**src/rtl/credit_display_scan.sv**
```systemverilog
// credit_display_scan: binary credit value to 4-digit BCD, multiplexed 7-seg scan.
// Ports: clk, rst_n (async low), value[13:0], load -> busy, digit_nibble[3:0],
// digit_en, anode[3:0] (active-low, bit0 = ones). Option: LEADING_ZERO_BLANK_EN.
module credit_display_scan #(
    parameter int REFRESH_DIV = 50000
) (
    input  logic        clk,
    input  logic        rst_n,
    input  logic [13:0] value,
    input  logic        load,
    output logic        busy,
    output logic [3:0]  digit_nibble,
    output logic        digit_en,
    output logic [3:0]  anode
);

    typedef enum logic [1:0] {
        IDLE    = 2'd0,
        CONVERT = 2'd1,
        COMMIT  = 2'd2
    } state_t;

    localparam logic [19:0] DIV_M1 = 20'(REFRESH_DIV - 1);

    state_t      r_state;
    logic        r_busy;
    logic [13:0] r_bin;
    logic [15:0] r_bcd;
    logic [3:0]  r_bitcnt;
    logic [15:0] r_disp;

    logic [19:0] r_cnt;
    logic [1:0]  r_idx;

    logic [3:0]  r_nibble;
    logic        r_en;
    logic [3:0]  r_anode;

    logic [13:0] w_sat;
    logic [15:0] w_adj;
    logic [15:0] w_disp_next;
    logic        w_wrap;
    logic [1:0]  w_idx_next;
    logic [3:0]  w_nib_sel;
    logic        w_blank;

    assign w_sat = (value > 14'd9999) ? 14'd9999 : value;

    // add-3 correction applied to every BCD digit before each shift
    always_comb begin
        w_adj = r_bcd;
        for (int i = 0; i < 4; i++) begin
            if (r_bcd[i*4 +: 4] >= 4'd5)
                w_adj[i*4 +: 4] = r_bcd[i*4 +: 4] + 4'd3;
        end
    end

    // conversion FSM; display registers only change in COMMIT
    always_ff @(posedge clk or negedge rst_n) begin
        if (!rst_n) begin
            r_state  <= IDLE;
            r_busy   <= 1'b0;
            r_bin    <= '0;
            r_bcd    <= '0;
            r_bitcnt <= '0;
            r_disp   <= '0;
        end else begin
            unique case (r_state)
                IDLE: begin
                    if (load) begin
                        r_bin    <= w_sat;
                        r_bcd    <= '0;
                        r_bitcnt <= '0;
                        r_busy   <= 1'b1;
                        r_state  <= CONVERT;
                    end
                end
                CONVERT: begin
                    r_bcd    <= {w_adj[14:0], r_bin[13]};
                    r_bin    <= {r_bin[12:0], 1'b0};
                    r_bitcnt <= r_bitcnt + 4'd1;
                    if (r_bitcnt == 4'd13)
                        r_state <= COMMIT;
                end
                COMMIT: begin
                    r_disp  <= r_bcd;
                    r_busy  <= 1'b0;
                    r_state <= IDLE;
                end
                default: begin
                    r_state <= IDLE;
                    r_busy  <= 1'b0;
                end
            endcase
        end
    end

    // scan timing runs free of the conversion FSM
    assign w_wrap     = (r_cnt == DIV_M1);
    assign w_idx_next = w_wrap ? r_idx + 2'd1 : r_idx;

    always_ff @(posedge clk or negedge rst_n) begin
        if (!rst_n) begin
            r_cnt <= '0;
            r_idx <= '0;
        end else begin
            r_cnt <= w_wrap ? 20'd0 : r_cnt + 20'd1;
            r_idx <= w_idx_next;
        end
    end

    // outputs are built from next-cycle index and digits so they
    // move in the same edge as a scan step or a commit
    assign w_disp_next = (r_state == COMMIT) ? r_bcd : r_disp;
    assign w_nib_sel   = w_disp_next[w_idx_next*4 +: 4];

`ifdef LEADING_ZERO_BLANK_EN
    always_comb begin
        w_blank = 1'b0;
        unique case (w_idx_next)
            2'd0: w_blank = 1'b0;
            2'd1: w_blank = (w_disp_next[15:4] == 12'd0);
            2'd2: w_blank = (w_disp_next[15:8] == 8'd0);
            2'd3: w_blank = (w_disp_next[15:12] == 4'd0);
            default: w_blank = 1'b0;
        endcase
    end
`else
    assign w_blank = 1'b0;
`endif

    always_ff @(posedge clk or negedge rst_n) begin
        if (!rst_n) begin
            r_nibble <= 4'b0000;
            r_en     <= 1'b1;
            r_anode  <= 4'b1110;
        end else begin
            r_nibble <= w_nib_sel;
            r_en     <= ~w_blank;
            r_anode  <= w_blank ? 4'b1111 : ~(4'b0001 << w_idx_next);
        end
    end

    assign busy         = r_busy;
    assign digit_nibble = r_nibble;
    assign digit_en     = r_en;
    assign anode        = r_anode;

endmodule

```
**config.mk**
```make
export PLATFORM = sky130hd
export DESIGN_NAME = credit_display_scan
export DESIGN_NICKNAME = d
export VERILOG_FILES = /design/src/rtl/credit_display_scan.sv
export SDC_FILE = /design/constraint.sdc
export NUM_CORES = 1
export LEC_CHECK = 0
export CAP_MARGIN = 10
export CORE_ASPECT_RATIO = 0.9
export CORE_UTILIZATION = 50
export DETAILED_ROUTE_END_ITERATION = 8
export HOLD_SLACK_MARGIN = 0.03
export PLACE_DENSITY = 0.72
export SETUP_SLACK_MARGIN = 0.05
export SYNTH_ARGS = -nofsm -noshare
export SYNTH_HDL_FRONTEND = slang
export SYNTH_SLANG_ARGS = --single-unit
```
**constraint.sdc**
```tcl
create_clock -name clk -period 2 [get_ports clk]
set_input_delay 0.4 -clock clk [delete_from_list [all_inputs] [get_ports clk]]
set_output_delay 0.4 -clock clk [all_outputs]
set_load 0.03 [all_outputs]
```
**Word level (Yosys, flattened, before mapping)**

Index checks and enable logic that the tools add are counted.

- $add $sub $neg: 7
- Order comparisons: 5
- Equal/unequal tests: 6
- Shifts and indexed selects: 2
- Mux-type cells: 19
- Bitwise operators: 2
- Reduce and logical (&&, ||, !) cells: 5

Operators with widths:

| operator | number |
|---|---|
| two-way mux 16 bit | 2 |
| one-hot mux 16 bit (2 select lines) | 1 |
| two-way mux 14 bit | 2 |
| one-hot mux 14 bit (2 select lines) | 1 |
| adder 20 x 1 -> 20 bit, second input constant | 1 |
| == test 20 x 16 -> 1 bit, second input constant | 1 |
| two-way mux 20 bit | 1 |
| greater-or-equal comparator 4 x 3 -> 1 bit, second input constant | 4 |
| two-way mux 4 bit | 4 |
| variable part select 16 x 5 -> 4 bit | 1 |
| > comparator 14 bit, second input constant | 1 |
| adder 4 x 2 -> 4 bit, second input constant | 3 |
| one-hot mux 4 bit (2 select lines) | 1 |
| two-way mux 2 bit | 3 |
| AND reduction 2 bit | 3 |
| adder 4 x 1 -> 4 bit, second input constant | 1 |
| == test 4 bit, second input constant | 1 |
| != test 2 bit, second input constant | 2 |
| NOT 4 bit | 1 |
| one-hot mux 2 bit (2 select lines) | 1 |
| << shifter 1 x 2 -> 4 bit, first input constant | 1 |
| adder 3 x 2 -> 3 bit, second input constant | 1 |
| two-way mux 3 bit | 1 |
| adder 2 x 1 -> 2 bit, second input constant | 1 |
| 7 further kinds | 7 |

- Register bits: 83
- Input bits: 17
- Output and inout port bits: 10
- Logic and storage cells: 56

**Depth between registers and ports, before layout**

Gate-level depths: netlist (run 1).

- Word-level depth: 4
- Depth in mapped cells: 7
- Depth with buffers taken out: 7

**Worst setup path before layout (run 1)**

No wires, ideal clock.

- Kind: register to register
- Start point: reg r_cnt[0]
- End point: reg r_nibble[0], in the netlist digit_nibble[0]
- Library setup time: 0.086 ns
- Data arrival time: 1.650 ns
- Data required time: 1.914 ns
- Path slack: 0.264 ns
- Stages on the path, launching flop included: 7
- Path buffers: 0
- Clock period less this slack: 1.736 ns
- Cells stage by stage: dfrtp_1 ha_1 and3_1 nand3_1 nor2_8 mux2_2 nor3_1

- Longest elaborated chain between the ends: 3

RTL lines:

| what | line | text |
|---|---|---|
| start: declaration | 32 | `logic [19:0] r_cnt;` |
| start signal: assignment | 107 | `r_cnt <= w_wrap ? 20'd0 : r_cnt + 20'd1;` |
| == test 20 x 16 -> 1 bit | 99 | `assign w_wrap = (r_cnt == DIV_M1);` |
| two-way mux 2 bit | 100 | `assign w_idx_next = w_wrap ? r_idx + 2'd1 : r_idx;` |
| variable part select 16 x 5 -> 4 bit | 115 | `assign w_nib_sel = w_disp_next[w_idx_next*4 +: 4];` |
| net w_nib_sel[0] | 44 | `logic [3:0] w_nib_sel;` |
| end signal: assignment | 138 | `r_nibble <= w_nib_sel;` |
| end: declaration | 35 | `logic [3:0] r_nibble;` |

The timed path passes the listed nets, and every way through them passes these cells.
A chain may end at the register's enable or synchronous reset.

**Worst setup path after layout (run 1)**

- Start point: reg r_cnt[5]
- End point: reg r_nibble[3], in the netlist digit_nibble[3]

The elaborated chain is that of the path after synthesis.

==> flow_summary.html, run 1 <==
<table>
<tr><th>Metric</th><th>Value</th></tr>
<tr><th colspan="2">Outcome</th></tr>
<tr><td>Status</td><td>finished, final reports clean</td></tr>
<tr><th colspan="2">Clocking</th></tr>
<tr><td>Skew-Pair Late Insertion Delay</td><td>360 ps</td></tr>
<tr><td>Number of clock buffers inserted by TritonCTS</td><td>9</td></tr>
<tr><td>CTS H-tree lvls</td><td>3</td></tr>
<tr><td>Number of buffers between clock root and the deepest sink</td><td>2</td></tr>
<tr><td>Worst-path clk slew</td><td>80 ps</td></tr>
<tr><td>Clk Tree Root Cell</td><td>clkbuf_8</td></tr>
<tr><td>CTS tree</td><td>yes</td></tr>
<tr><td>Sinks on Clock Net</td><td>83</td></tr>
<tr><th colspan="2">Timing</th></tr>
<tr><td>Period Utilization, post-route</td><td>93.01%</td></tr>
<tr><td>Final hold viol count</td><td>0</td></tr>
<tr><td>RSZ-0062 raised after global routing</td><td>yes</td></tr>
<tr><td>Final setup violation count</td><td>0</td></tr>
<tr><td>Worst clock skew</td><td>7.226 ps</td></tr>
<tr><td>Setup tns final</td><td>0 ps</td></tr>
<tr><td>Transition time at the pin with the least slew margin</td><td>639.7 ps</td></tr>
<tr><td>Slew Viols, Final</td><td>0</td></tr>
<tr><td>Fmax</td><td>0.5376 GHz</td></tr>
<tr><td>Max-slew headroom</td><td>57.20%</td></tr>
<tr><td>Final Critical Period</td><td>1860 ps</td></tr>
<tr><th colspan="2">Synthesis</th></tr>
<tr><td>Number of enable flip-flop cells after synthesis</td><td>0</td></tr>
<tr><td>Syn Inst Count</td><td>391</td></tr>
<tr><td>Leading register cell type out of synthesis</td><td>dfrtp_1</td></tr>
<tr><td>Area of the mapped netlist</td><td>4091 um2</td></tr>
<tr><td>FFs w/ async S/R, synth</td><td>100.0%</td></tr>
<tr><td>Mean area per synthesized cell</td><td>10.46 um2</td></tr>
<tr><td>Sequential fraction of the synthesis area</td><td>50.86%</td></tr>
<tr><td>Yosys cell types</td><td>42</td></tr>
<tr><td>Yosys Warn Count</td><td>0</td></tr>
<tr><td>Net count of the mapped netlist</td><td>419</td></tr>
<tr><td>Flops &amp; latches, synth</td><td>83</td></tr>
<tr><th colspan="2">Global route</th></tr>
<tr><td>GRT overflow</td><td>0</td></tr>
<tr><td>Initial antenna violation count</td><td>0</td></tr>
<tr><td>Global-route wire length before repair</td><td>13.69 mm</td></tr>
<tr><td>Global routing usage summed across all routing layers</td><td>20.52%</td></tr>
<tr><td>Largest net degree at the start of global routing</td><td>40</td></tr>
<tr><td>Number of global-route vias before repair</td><td>2889</td></tr>
<tr><th colspan="2">Detailed routing</th></tr>
<tr><td>Remaining DRCs</td><td>0</td></tr>
<tr><td>Aggregate routed wire length</td><td>7.936 mm</td></tr>
<tr><td>Routed length per instance</td><td>14.92 um</td></tr>
<tr><td>Antenna viol nets, final</td><td>0</td></tr>
<tr><td>Count of vias placed by the detailed router</td><td>2975</td></tr>
<tr><td>Vias per inst</td><td>5.592</td></tr>
<tr><td>Number of violations reported at the end of detailed-routing iteration 0</td><td>125</td></tr>
<tr><td>Total iterations of the first detailed-routing run</td><td>4</td></tr>
<tr><th colspan="2">Floorplanning</th></tr>
<tr><td>Area inside the core boundary</td><td>7732 um2</td></tr>
<tr><td>Starting utilization of the core area</td><td>52.91%</td></tr>
<tr><td>Die span in y</td><td>87.82 um</td></tr>
<tr><td>Num rows</td><td>30</td></tr>
<tr><td>Die X-Extent</td><td>97.35 um</td></tr>
<tr><td>Number of top-level design ports</td><td>27</td></tr>
<tr><td>Area enclosed by the die boundary</td><td>8549 um2</td></tr>
<tr><th colspan="2">Layout</th></tr>
<tr><td>Count of fill cells added during filler insertion</td><td>626</td></tr>
<tr><td>Most common cell after layout, fill and taps aside</td><td>dfrtp_1</td></tr>
<tr><td>Synth-to-Final Area Change</td><td>17.13%</td></tr>
<tr><td>Diode count</td><td>0</td></tr>
<tr><td>Final Net Count</td><td>459</td></tr>
<tr><td>Final design area excluding fillers</td><td>4792 um2</td></tr>
<tr><td>Utilization after layout</td><td>61.97%</td></tr>
<tr><td>Count of non-filler cells in the finished layout</td><td>532</td></tr>
<tr><td>Proportion of layout cells with a drive suffix above 1</td><td>13.99%</td></tr>
<tr><td>Top library cells by usage in the layout, fill and taps aside</td><td>80 x dfrtp_1, 38 x nand2_1, 33 x nor2_1, 27 x o21ai_0, 22 x inv_1</td></tr>
<tr><th colspan="2">Flow run</th></tr>
<tr><td>Number of maximum-capacitance violations</td><td>0</td></tr>
<tr><th colspan="2">Worst setup path</th></tr>
<tr><td>Critical path data required time</td><td>2240 ps</td></tr>
<tr><td>Delay-heaviest family, CP</td><td>simple AND/OR/NAND/NOR gates</td></tr>
<tr><td>Critical path class</td><td>reg -&gt; reg</td></tr>
<tr><td>Cell at the slowest stage of the critical path</td><td>dfrtp_1</td></tr>
<tr><td>Nature of the critical path endpoint</td><td>flip-flop</td></tr>
<tr><td>Arrival time at the worst endpoint</td><td>2100 ps</td></tr>
<tr><td>Crit path largest cell delay</td><td>440 ps</td></tr>
<tr><td>Startpoint type of the worst setup path</td><td>flip-flop</td></tr>
<tr><td>Buf/Inv on CP</td><td>1</td></tr>
<tr><td>Worst-path cell chain</td><td>nor4_1 &gt; nand3_2 &gt; nor2_8 &gt; buf_6 &gt; mux2i_1 &gt; nor4_2</td></tr>
<tr><td>Maximum fanout encountered on the critical timing path</td><td>8</td></tr>
<tr><th colspan="2">Pwr</th></tr>
<tr><td>Internal power summed over all cells</td><td>3.714 mW</td></tr>
<tr><td>Leakage dissipation</td><td>2.313 nW</td></tr>
<tr><td>Clock share of power</td><td>24.2%</td></tr>
<tr><td>Sw Pwr</td><td>1.925 mW</td></tr>
<tr><td>Tot Pwr</td><td>5.639 mW</td></tr>
<tr><td>Pwr per Cell Area</td><td>1177 nW/um2</td></tr>
<tr><td>Fraction of power spent switching nets</td><td>34.14%</td></tr>
<tr><td>Peak supply drop</td><td>0.0008826 V</td></tr>
<tr><td>Fraction of power consumed by sequential logic</td><td>44.3%</td></tr>
<tr><td>Portion of total power attributed to combinational logic</td><td>31.5%</td></tr>
<tr><th colspan="2">Placement</th></tr>
<tr><td>Detailed placement HPWL</td><td>5.480 mm</td></tr>
<tr><td>Total cell area at the placement stage</td><td>4501 um2</td></tr>
<tr><td>Routability-driven placement congestion ratio</td><td>0.8153</td></tr>
<tr><td># placed instances</td><td>512</td></tr>
<tr><td>Number of I/O port buffers</td><td>25</td></tr>
<tr><th colspan="2">Hold path</th></tr>
<tr><td>Hold WC Path Type</td><td>reg -&gt; reg</td></tr>
</table>
==> routing by layer <==
layer,vias to the layer above,wire [um],global-route usage (%)
met5,-,0,0
met4,0,110,8.690
met3,12,272,4.549
met2,54,3823,34.44
met1,1468,3730,26.16
li1,1441,-,-
==> sequential cells by signal (all words and copies together), names as in the netlist <==
| name | count |
|---|---|
| anode | 4 |
| r_bitcnt | 4 |
| busy | 1 |
| r_bcd | 16 |
| r_state | 2 |
| r_cnt | 20 |
| r_idx | 2 |
| r_bin | 14 |
| digit_nibble | 4 |
| r_disp | 16 |
==> power groups by stage <==
stage,sequential [mW],combinational (mW),clock [mW]
2_1_floorplan,2.49,1.24,0
3_3_place_gp,2.50,1.70,0
3_5_place_dp,2.52,1.77,0
4_1_cts,2.49,1.78,1.40
5_1_grt,2.56,2.02,1.46
6_report,2.50,1.78,1.36
==> timing repair <==
action	CTS	global route
hold buffers	1	0
cloned	0	1
setup buffers	2	0
setup endpoints to repair	3	6
pin swaps	1	3
resized for setup	1	8
hold endpoints to repair	31	0
==> kinds of logic (layout without fill, tap and decap cells) <==
logic type / Yosys count / in the layout / share of synthesized area (%)
AND/OR/NAND/NOR: 136 / 137 / 16.76
flip-flops: 83 / 83 / 50.86
AO/OA/AOI/OAI: 68 / 68 / 10.80
buffers and inverters: 37 / 81 / 4.067
XOR/XNOR: 28 / 28 / 5.994
multiplexers: 27 / 27 / 8.073
adder cells (fa/ha/maj): 11 / 11 / 3.364
other: 1 / 1 / 0.09166
==> per-stage QoR <==
step / hold WS (ps) / worst slack (ps)
floorplan: 104.4 / 264.4
finish: 475.6 / 139.8
global route: 505.9 / 1.482
CTS: 478.8 / 53.73
global placement: 370.8 / 18.49
detailed placement: 371.6 / 3.623
==> worst register-to-register path, stage by stage (launching register included) <==
cell	delay [ps]
dfrtp_1	440
nor4_1	360
nand3_2	240
nor2_8	200
buf_6	170
mux2i_1	280
nor4_2	70
==> cells in the mapped netlist (all sizes together), types with 6 or more instances <==
library cell	instances	share of area, %
a21oi	11	1.3
a22oi	6	1.1
and3	7	1.1
buf	6	1.2
clkbuf	9	0.83
dfrtp	80	49
ha	11	3.4
inv	22	2.0
mux2	8	2.2
mux2i	15	3.7
nand2	38	3.5
nand2b	7	1.1
nand3	21	2.6
nor2	34	3.5
nor3	8	0.98
o21ai	27	3.3
xnor2	15	3.2
xor2	13	2.8
==> worst paths after layout <==
check	end	depth (start not counted)	slack (ps)	from
setup / recovery	digit_nibble[3]	6	140	r_cnt[5]
hold / removal	r_cnt[19]	1	480	r_cnt[19]
setup reg to reg	digit_nibble[3]	6	140	r_cnt[5]
hold reg to reg	r_cnt[19]	1	480	r_cnt[19]
max in group asynchronous	anode[2]	3	870	rst_n
min in group asynchronous	r_cnt[12]	2	520	rst_n
==> layout make-up <==
| cell class | instances | area [um2] | share of cell area [%] |
|---|---|---|---|
| Inverter | 22 | 82.58 | 1.723 |
| Multi-Input combinational cell | 272 | 1876 | 39.14 |
| Clock buffer | 12 | 155.1 | 3.238 |
| Sequential cell | 83 | 2081 | 43.42 |
| Clock inverter | 4 | 72.57 | 1.514 |
| Tap cell | 96 | 120.1 | 2.507 |
| Timing Repair Buffer | 43 | 405.4 | 8.460 |
Power figures use the tool's default switching activity.
==> inputs of run 2 (changes only) <==
- CORE_UTILIZATION: 50 -> 40
- PLACE_DENSITY: 0.72 -> 0.63
- SKIP_CTS_REPAIR_TIMING: unset -> 1
- clock period: 2 -> 1.5 ns (I/O delays scaled with it)
==> run 2 against run 1 <==
The flow now finishes with violations (setup timing). Combinational power up 74%. Core utilization shrank 4.5 points. Clock skew is 0.83 ps higher. Sequential share of layout area is 6.4 points lower. Hold slack lost 240 ps. Non-clock buffer count up 57.
==> flow_summary.html, run 2 (synthesis gave the netlist of run 1 again) <==
<table>
<tr><th>Metric</th><th>Value</th></tr>
<tr><th colspan="2">Timing</th></tr>
<tr><td>RSZ-0062 raised after global routing</td><td>yes (unchanged)</td></tr>
<tr><td>Fin worst setup slack</td><td>-232.9 ps (was 139.8 ps)</td></tr>
<tr><td>Final hold viol count</td><td>0 (unchanged)</td></tr>
<tr><td>Period Utilization, post-route</td><td>115.5% (was 93.01%)</td></tr>
<tr><td>Hold slack</td><td>237.7 ps (was 475.6 ps)</td></tr>
<tr><td>Final Critical Period</td><td>1733 ps (was 1860 ps)</td></tr>
<tr><td>Fmax</td><td>0.5771 GHz (was 0.5376 GHz)</td></tr>
<tr><td>Worst clock skew</td><td>8.061 ps (was 7.226 ps)</td></tr>
<tr><td>Slew Viols, Final</td><td>0 (unchanged)</td></tr>
<tr><td>Final setup violation count</td><td>18 (was 0)</td></tr>
<tr><th colspan="2">Pwr</th></tr>
<tr><td>Pwr per Cell Area</td><td>1511 nW/um2 (was 1177 nW/um2)</td></tr>
<tr><td>Peak supply drop</td><td>0.001439 V (was 0.0008826 V)</td></tr>
<tr><td>Leakage dissipation</td><td>2.828 nW (was 2.313 nW)</td></tr>
<tr><th colspan="2">Placement</th></tr>
<tr><td># placed instances</td><td>592 (was 512)</td></tr>
<tr><td>Routability-driven placement congestion ratio</td><td>0.8253 (was 0.8153)</td></tr>
<tr><td>Post-Place Setup Slack</td><td>-420.8 ps (was 3.623 ps)</td></tr>
<tr><td>Number of I/O port buffers</td><td>25 (unchanged)</td></tr>
<tr><td>Detailed placement HPWL</td><td>5.937 mm (was 5.480 mm)</td></tr>
<tr><th colspan="2">Worst setup path</th></tr>
<tr><td>Arrival time at the worst endpoint</td><td>1950 ps (was 2100 ps)</td></tr>
<tr><td>Critical path data required time</td><td>1720 ps (was 2240 ps)</td></tr>
<tr><td>Cell at the slowest stage of the critical path</td><td>dfrtp_1 (unchanged)</td></tr>
<tr><td>Critical path startpoint</td><td>r_cnt[10] (was r_cnt[5])</td></tr>
<tr><td>Startpoint type of the worst setup path</td><td>flip-flop (unchanged)</td></tr>
<tr><td>Nature of the critical path endpoint</td><td>flip-flop (unchanged)</td></tr>
<tr><td>Critical path class</td><td>reg -&gt; reg (unchanged)</td></tr>
<tr><td>Reg-to-Reg Start</td><td>r_cnt[10] (was r_cnt[5])</td></tr>
<tr><td>Maximum fanout encountered on the critical timing path</td><td>10 (was 8)</td></tr>
<tr><td>Crit path largest cell delay</td><td>400 ps (was 440 ps)</td></tr>
<tr><td>Worst-path cell chain</td><td>nor4b_2 &gt; nand4_2 &gt; nor2_8 &gt; buf_4 &gt; mux2i_1 &gt; nor3_2 (was nor4_1 &gt; nand3_2 &gt; nor2_8 &gt; buf_6 &gt; mux2i_1 &gt; nor4_2)</td></tr>
<tr><th colspan="2">Detailed routing</th></tr>
<tr><td>Antenna viol nets, final</td><td>0 (unchanged)</td></tr>
<tr><td>Vias per inst</td><td>5.149 (was 5.592)</td></tr>
<tr><td>Count of vias placed by the detailed router</td><td>3182 (was 2975)</td></tr>
<tr><td>Remaining DRCs</td><td>0 (unchanged)</td></tr>
<tr><td>Total iterations of the first detailed-routing run</td><td>4 (unchanged)</td></tr>
<tr><td>Aggregate routed wire length</td><td>8.965 mm (was 7.936 mm)</td></tr>
<tr><td>Number of violations reported at the end of detailed-routing iteration 0</td><td>137 (was 125)</td></tr>
<tr><td>Routed length per instance</td><td>14.51 um (was 14.92 um)</td></tr>
<tr><th colspan="2">Clocking</th></tr>
<tr><td>Worst-path clk slew</td><td>60 ps (was 80 ps)</td></tr>
<tr><td>CTS tree</td><td>yes (unchanged)</td></tr>
<tr><td>Number of clock buffers inserted by TritonCTS</td><td>9 (unchanged)</td></tr>
<tr><td>Sinks on Clock Net</td><td>83 (unchanged)</td></tr>
<tr><td>CTS H-tree lvls</td><td>3 (unchanged)</td></tr>
<tr><td>Clk Tree Root Cell</td><td>clkbuf_16 (was clkbuf_8)</td></tr>
<tr><td>Skew-Pair Late Insertion Delay</td><td>340 ps (was 360 ps)</td></tr>
<tr><td>Number of buffers between clock root and the deepest sink</td><td>2 (unchanged)</td></tr>
<tr><th colspan="2">Layout</th></tr>
<tr><td>Count of fill cells added during filler insertion</td><td>830 (was 626)</td></tr>
<tr><td>Registers with the most flip-flops</td><td>r_cnt x20, r_bcd x16, r_disp x16 (unchanged)</td></tr>
<tr><td>Most common cell after layout, fill and taps aside</td><td>dfrtp_1 (unchanged)</td></tr>
<tr><td>Synth-to-Final Area Change</td><td>37.43% (was 17.13%)</td></tr>
<tr><td>Proportion of layout cells with a drive suffix above 1</td><td>30.69% (was 13.99%)</td></tr>
<tr><td>Diode count</td><td>0 (unchanged)</td></tr>
<tr><td>Final Net Count</td><td>515 (was 459)</td></tr>
<tr><td>Count of non-filler cells in the finished layout</td><td>618 (was 532)</td></tr>
<tr><td>Top library cells by usage in the layout, fill and taps aside</td><td>80 x dfrtp_1, 67 x buf_4, 37 x nand2_1, 30 x nor2_1, 19 x o21ai_0 (was 80 x dfrtp_1, 38 x nand2_1, 33 x nor2_1, 27 x o21ai_0, 22 x inv_1)</td></tr>
<tr><td>Max reg flops</td><td>20 (unchanged)</td></tr>
<tr><td>Register ranked first by flip-flop count</td><td>r_cnt (unchanged)</td></tr>
<tr><th colspan="2">Global route</th></tr>
<tr><td>Initial antenna violation count</td><td>0 (unchanged)</td></tr>
<tr><td>Global-route wire length before repair</td><td>14.68 mm (was 13.69 mm)</td></tr>
<tr><td>Number of global-route vias before repair</td><td>3140 (was 2889)</td></tr>
<tr><td>Global routing usage summed across all routing layers</td><td>17.62% (was 20.52%)</td></tr>
<tr><td>GRT overflow</td><td>0 (unchanged)</td></tr>
<tr><td>Largest net degree at the start of global routing</td><td>47 (was 40)</td></tr>
<tr><th colspan="2">Outcome</th></tr>
<tr><td>Status</td><td>finished, violations left (was finished, final reports clean)</td></tr>
<tr><td>Violated checks</td><td>setup timing</td></tr>
<tr><th colspan="2">Floorplanning</th></tr>
<tr><td>Number of top-level design ports</td><td>27 (unchanged)</td></tr>
<tr><td>Die span in y</td><td>97.95 um (was 87.82 um)</td></tr>
<tr><td>Area inside the core boundary</td><td>9784 um2 (was 7732 um2)</td></tr>
<tr><td>Area enclosed by the die boundary</td><td>10640 um2 (was 8549 um2)</td></tr>
<tr><td>Num rows</td><td>34 (was 30)</td></tr>
<tr><td>Die X-Extent</td><td>108.6 um (was 97.35 um)</td></tr>
<tr><td>Starting utilization of the core area</td><td>41.82% (was 52.91%)</td></tr>
<tr><th colspan="2">Hold path</th></tr>
<tr><td>Start point of the worst hold path</td><td>value[5] (was r_cnt[19])</td></tr>
<tr><td>Hold WC Path Type</td><td>in -&gt; reg (was reg -&gt; reg)</td></tr>
<tr><th colspan="2">Flow run</th></tr>
<tr><td>Number of maximum-capacitance violations</td><td>0 (unchanged)</td></tr>
</table>
## run 2: layout make-up
cell class	instances	area (um2)	area share [%]
Inverter	22	82.58	1.469
Sequential cell	83	2081	37.00
Clock inverter	5	53.80	0.9568
Clock buffer	11	232.7	4.139
Timing Repair Buffer	100	909.6	16.18
Multi-Input combinational cell	271	2106	37.45
Tap cell	126	157.7	2.804
## run 2: worst max-delay path, delay by kind of cell (launching register included)
kind                   cells  cell delay, ps
muxes                      1             250
and+or+nand+nor            4             800
DFF                        1             400
buffers and inverters      1             180
## run 2: where the power goes
group	internal [mW]	switching [mW]	total [mW]
combinational	1.52	1.57	3.09
sequential	2.86	0.391	3.25
clock	1.28	0.870	2.15
total	5.67	2.83	8.49
## run 2: path summary, 6_finish.rpt
check / depth (start not counted) / to / slack (ps)
worst max-delay path: 6 / digit_nibble[0] / -230
worst min-delay path: 2 / r_bin[5] / 240
worst max register to register: 6 / digit_nibble[0] / -230
worst min register to register: 2 / r_disp[13] / 480
max in group asynchronous: 3 / anode[3] / 510
min in group asynchronous: 2 / r_cnt[2] / 400
## run 2: metrics by stage
stage | util, % | setup TNS [ps] | area (um2) | power, mW
after floorplan | - | -604.7 | 4180 | 4.996
after global placement | 51.42 | -5880 | 5031 | 5.951
after detailed placement | 51.42 | -5948 | 5031 | 6.055
after CTS | 54.35 | -3940 | 5318 | 8.257
after global routing | 57.47 | -3698 | 5623 | 9.087
final | 57.47 | -1685 | 5623 | 8.495
## run 2: layer usage
metal  global-route usage [%]  routed length (um)  vias up
met3                    4.272                 288       10
met5                        0                   0        -
met4                    5.301                  93        0
met2                    27.70                4329       61
met1                    23.99                4254     1550
li1                         -                   -     1561
==> inputs of run 3 (changes only) <==
- CORE_MARGIN: unset -> 2
==> run 3 against run 2 <==
The run still ends with setup timing left. Sequential power about the same. Global-route usage decreased by 0.56 points. Count of clock-buffer cells in the layout up 3. Final cell count rose by 0.97%. Hold slack gained 10 ps. Design area grew 1.0%. Setup slack improved by 13 ps. Critical endpoint is now digit_nibble[3]. Largest power group unchanged.
==> flow_summary.html, run 3 (synthesis gave the netlist of run 1 again) <==
<table>
<tr><th>Metric</th><th>Value</th></tr>
<tr><th colspan="2">Timing</th></tr>
<tr><td>RSZ-0062 raised after global routing</td><td>yes (unchanged)</td></tr>
<tr><td>Period Utilization, post-route</td><td>114.6% (was 115.5%)</td></tr>
<tr><td>Hold slack</td><td>248.1 ps (was 237.7 ps)</td></tr>
<tr><td>Final setup violation count</td><td>19 (was 18)</td></tr>
<tr><td>Slew Viols, Final</td><td>0 (unchanged)</td></tr>
<tr><td>Final Critical Period</td><td>1720 ps (was 1733 ps)</td></tr>
<tr><td>Final hold viol count</td><td>0 (unchanged)</td></tr>
<tr><td>Worst clock skew</td><td>5.329 ps (was 8.061 ps)</td></tr>
<tr><td>Fmax</td><td>0.5815 GHz (was 0.5771 GHz)</td></tr>
<tr><td>Fin worst setup slack</td><td>-219.7 ps (was -232.9 ps)</td></tr>
<tr><th colspan="2">Layout</th></tr>
<tr><td>Count of non-filler cells in the finished layout</td><td>624 (was 618)</td></tr>
<tr><td>Top library cells by usage in the layout, fill and taps aside</td><td>78 x dfrtp_1, 72 x buf_4, 37 x nand2_1, 30 x nor2_1, 24 x o21ai_0 (was 80 x dfrtp_1, 67 x buf_4, 37 x nand2_1, 30 x nor2_1, 19 x o21ai_0)</td></tr>
<tr><td>Registers with the most flip-flops</td><td>r_cnt x20, r_bcd x16, r_disp x16 (unchanged)</td></tr>
<tr><td>Proportion of layout cells with a drive suffix above 1</td><td>32.73% (was 30.69%)</td></tr>
<tr><td>Register ranked first by flip-flop count</td><td>r_cnt (unchanged)</td></tr>
<tr><td>Most common cell after layout, fill and taps aside</td><td>dfrtp_1 (unchanged)</td></tr>
<tr><td>Count of fill cells added during filler insertion</td><td>858 (was 830)</td></tr>
<tr><td>Final Net Count</td><td>519 (was 515)</td></tr>
<tr><td>Final design area excluding fillers</td><td>5682 um2 (was 5623 um2)</td></tr>
<tr><td>Synth-to-Final Area Change</td><td>38.87% (was 37.43%)</td></tr>
<tr><td>Max reg flops</td><td>20 (unchanged)</td></tr>
<tr><td>Diode count</td><td>0 (unchanged)</td></tr>
<tr><td>Utilization after layout</td><td>56.17% (was 57.47%)</td></tr>
<tr><th colspan="2">Detailed routing</th></tr>
<tr><td>Count of vias placed by the detailed router</td><td>3193 (was 3182)</td></tr>
<tr><td>Number of violations reported at the end of detailed-routing iteration 0</td><td>155 (was 137)</td></tr>
<tr><td>Routed length per instance</td><td>14.33 um (was 14.51 um)</td></tr>
<tr><td>Remaining DRCs</td><td>0 (unchanged)</td></tr>
<tr><td>Antenna viol nets, final</td><td>0 (unchanged)</td></tr>
<tr><td>Vias per inst</td><td>5.117 (was 5.149)</td></tr>
<tr><td>Aggregate routed wire length</td><td>8.945 mm (was 8.965 mm)</td></tr>
<tr><td>Total iterations of the first detailed-routing run</td><td>4 (unchanged)</td></tr>
<tr><th colspan="2">Pwr</th></tr>
<tr><td>Sw Pwr</td><td>2.842 mW (was 2.827 mW)</td></tr>
<tr><td>Peak supply drop</td><td>0.001273 V (was 0.001439 V)</td></tr>
<tr><td>Fraction of power consumed by sequential logic</td><td>37.3% (was 38.3%)</td></tr>
<tr><td>Fraction of power spent switching nets</td><td>32.54% (was 33.28%)</td></tr>
<tr><td>Portion of total power attributed to combinational logic</td><td>36.4% (about the same)</td></tr>
<tr><td>Pwr per Cell Area</td><td>1537 nW/um2 (was 1511 nW/um2)</td></tr>
<tr><td>Tot Pwr</td><td>8.735 mW (was 8.495 mW)</td></tr>
<tr><td>Internal power summed over all cells</td><td>5.893 mW (was 5.668 mW)</td></tr>
<tr><td>Leakage dissipation</td><td>2.843 nW (was 2.828 nW)</td></tr>
<tr><td>Clock share of power</td><td>26.2% (was 25.4%)</td></tr>
<tr><th colspan="2">Worst setup path</th></tr>
<tr><td>Startpoint type of the worst setup path</td><td>flip-flop (unchanged)</td></tr>
<tr><td>Critical path class</td><td>reg -&gt; reg (unchanged)</td></tr>
<tr><td>Maximum fanout encountered on the critical timing path</td><td>9 (was 10)</td></tr>
<tr><td>Nature of the critical path endpoint</td><td>flip-flop (unchanged)</td></tr>
<tr><td>Arrival time at the worst endpoint</td><td>1950 ps (about the same)</td></tr>
<tr><td>Critical path data required time</td><td>1730 ps (was 1720 ps)</td></tr>
<tr><th colspan="2">Outcome</th></tr>
<tr><td>Violated checks</td><td>setup timing (unchanged)</td></tr>
<tr><td>Status</td><td>finished, violations left (unchanged)</td></tr>
<tr><th colspan="2">Hold path</th></tr>
<tr><td>Hold WC Path Type</td><td>in -&gt; reg (unchanged)</td></tr>
<tr><th colspan="2">Floorplanning</th></tr>
<tr><td>Starting utilization of the core area</td><td>40.45% (was 41.82%)</td></tr>
<tr><td>Area enclosed by the die boundary</td><td>11050 um2 (was 10640 um2)</td></tr>
<tr><td>Number of top-level design ports</td><td>27 (unchanged)</td></tr>
<tr><td>Die X-Extent</td><td>110.6 um (was 108.6 um)</td></tr>
<tr><td>Num rows</td><td>35 (was 34)</td></tr>
<tr><td>Die span in y</td><td>99.95 um (was 97.95 um)</td></tr>
<tr><td>Area inside the core boundary</td><td>10120 um2 (was 9784 um2)</td></tr>
<tr><th colspan="2">Clocking</th></tr>
<tr><td>Number of buffers between clock root and the deepest sink</td><td>2 (unchanged)</td></tr>
<tr><td>Worst-path clk slew</td><td>60 ps (about the same)</td></tr>
<tr><td>Sinks on Clock Net</td><td>83 (unchanged)</td></tr>
<tr><td>Skew-Pair Late Insertion Delay</td><td>330 ps (was 340 ps)</td></tr>
<tr><td>CTS H-tree lvls</td><td>3 (unchanged)</td></tr>
<tr><td>Number of clock buffers inserted by TritonCTS</td><td>9 (unchanged)</td></tr>
<tr><td>CTS tree</td><td>yes (unchanged)</td></tr>
<tr><td>Clk Tree Root Cell</td><td>clkbuf_16 (unchanged)</td></tr>
<tr><th colspan="2">Global route</th></tr>
<tr><td>Initial antenna violation count</td><td>0 (unchanged)</td></tr>
<tr><td>GRT overflow</td><td>0 (unchanged)</td></tr>
<tr><td>Number of global-route vias before repair</td><td>3258 (was 3140)</td></tr>
<tr><td>Largest net degree at the start of global routing</td><td>32 (was 47)</td></tr>
<tr><td>Global-route wire length before repair</td><td>15.24 mm (was 14.68 mm)</td></tr>
<tr><td>Global routing usage summed across all routing layers</td><td>17.05% (was 17.62%)</td></tr>
<tr><th colspan="2">Placement</th></tr>
<tr><td>Detailed placement HPWL</td><td>6.161 mm (was 5.937 mm)</td></tr>
<tr><td>Total cell area at the placement stage</td><td>5082 um2 (was 5031 um2)</td></tr>
<tr><td>Number of I/O port buffers</td><td>25 (unchanged)</td></tr>
<tr><td>Routability-driven placement congestion ratio</td><td>0.8515 (was 0.8253)</td></tr>
<tr><td># placed instances</td><td>600 (was 592)</td></tr>
<tr><th colspan="2">Flow run</th></tr>
<tr><td>Number of maximum-capacitance violations</td><td>0 (unchanged)</td></tr>
</table>
[run 3: changes by cell type in the layout (fill, tap and decap cells not counted), sizes merged]
cell	delta
clkinv	-4
clkbuf	+3
buf	+5
clkdlybuf4s50	-1
[run 3: final timing paths]
path                                         to  startpoint  slack [ps]  cells after the start
worst max-delay path            digit_nibble[3]   r_cnt[10]        -220                      6
worst min-delay path                   r_bin[6]    value[6]         250                      2
worst max register to register  digit_nibble[3]   r_cnt[10]        -220                      6
worst min register to register         r_bcd[0]   r_bin[13]         480                      2
max in group asynchronous              anode[3]       rst_n         590                      3
min in group asynchronous              r_cnt[0]       rst_n         400                      2
[run 3: final cells by class]
| type | instances | area [um2] | share of cell area [%] |
|---|---|---|---|
| Clock buffer | 14 | 284.0 | 4.999 |
| Clock inverter | 1 | 30.03 | 0.5285 |
| Inverter | 22 | 85.08 | 1.497 |
| Multi-Input combinational cell | 271 | 2092 | 36.82 |
| Sequential cell | 83 | 2083 | 36.67 |
| Tap cell | 129 | 161.4 | 2.841 |
| Timing Repair Buffer | 104 | 945.9 | 16.65 |
[run 3: metal layers]
layer / vias up / global-route usage, % / wire length (um)
li1: 1565 / - / -
met1: 1567 / 22.55 / 4393
met2: 48 / 27.28 / 4165
met3: 13 / 4.710 / 249
met4: 0 / 6.058 / 136
met5: - / 0 / 0
[run 3: worst max-delay path: stages (launching register included)]
cell and delay (ps):
dfrtp_1 390, nor4b_2 290, nand4_2 180, nor2_8 240
buf_4 180, mux2i_1 90, nor4_2 240
[run 3: power by group through the flow]
stage / registers, mW / clock network (mW) / logic [mW]
2_1_floorplan: 3.32 / 0 / 1.67
3_3_place_gp: 3.26 / 0 / 2.74
3_5_place_dp: 3.28 / 0 / 2.84
4_1_cts: 3.25 / 2.34 / 2.88
5_1_grt: 3.34 / 2.45 / 3.59
6_report: 3.26 / 2.29 / 3.18
[run 3: stage by stage]
stage	setup slack, ps	setup TNS, ps
3_3_place_gp	-387.2	-5705
4_1_cts	-308.4	-3573
6_report	-219.7	-1708
5_1_grt	-352.8	-3755
3_5_place_dp	-444.6	-6813
2_1_floorplan	-118.6	-604.7
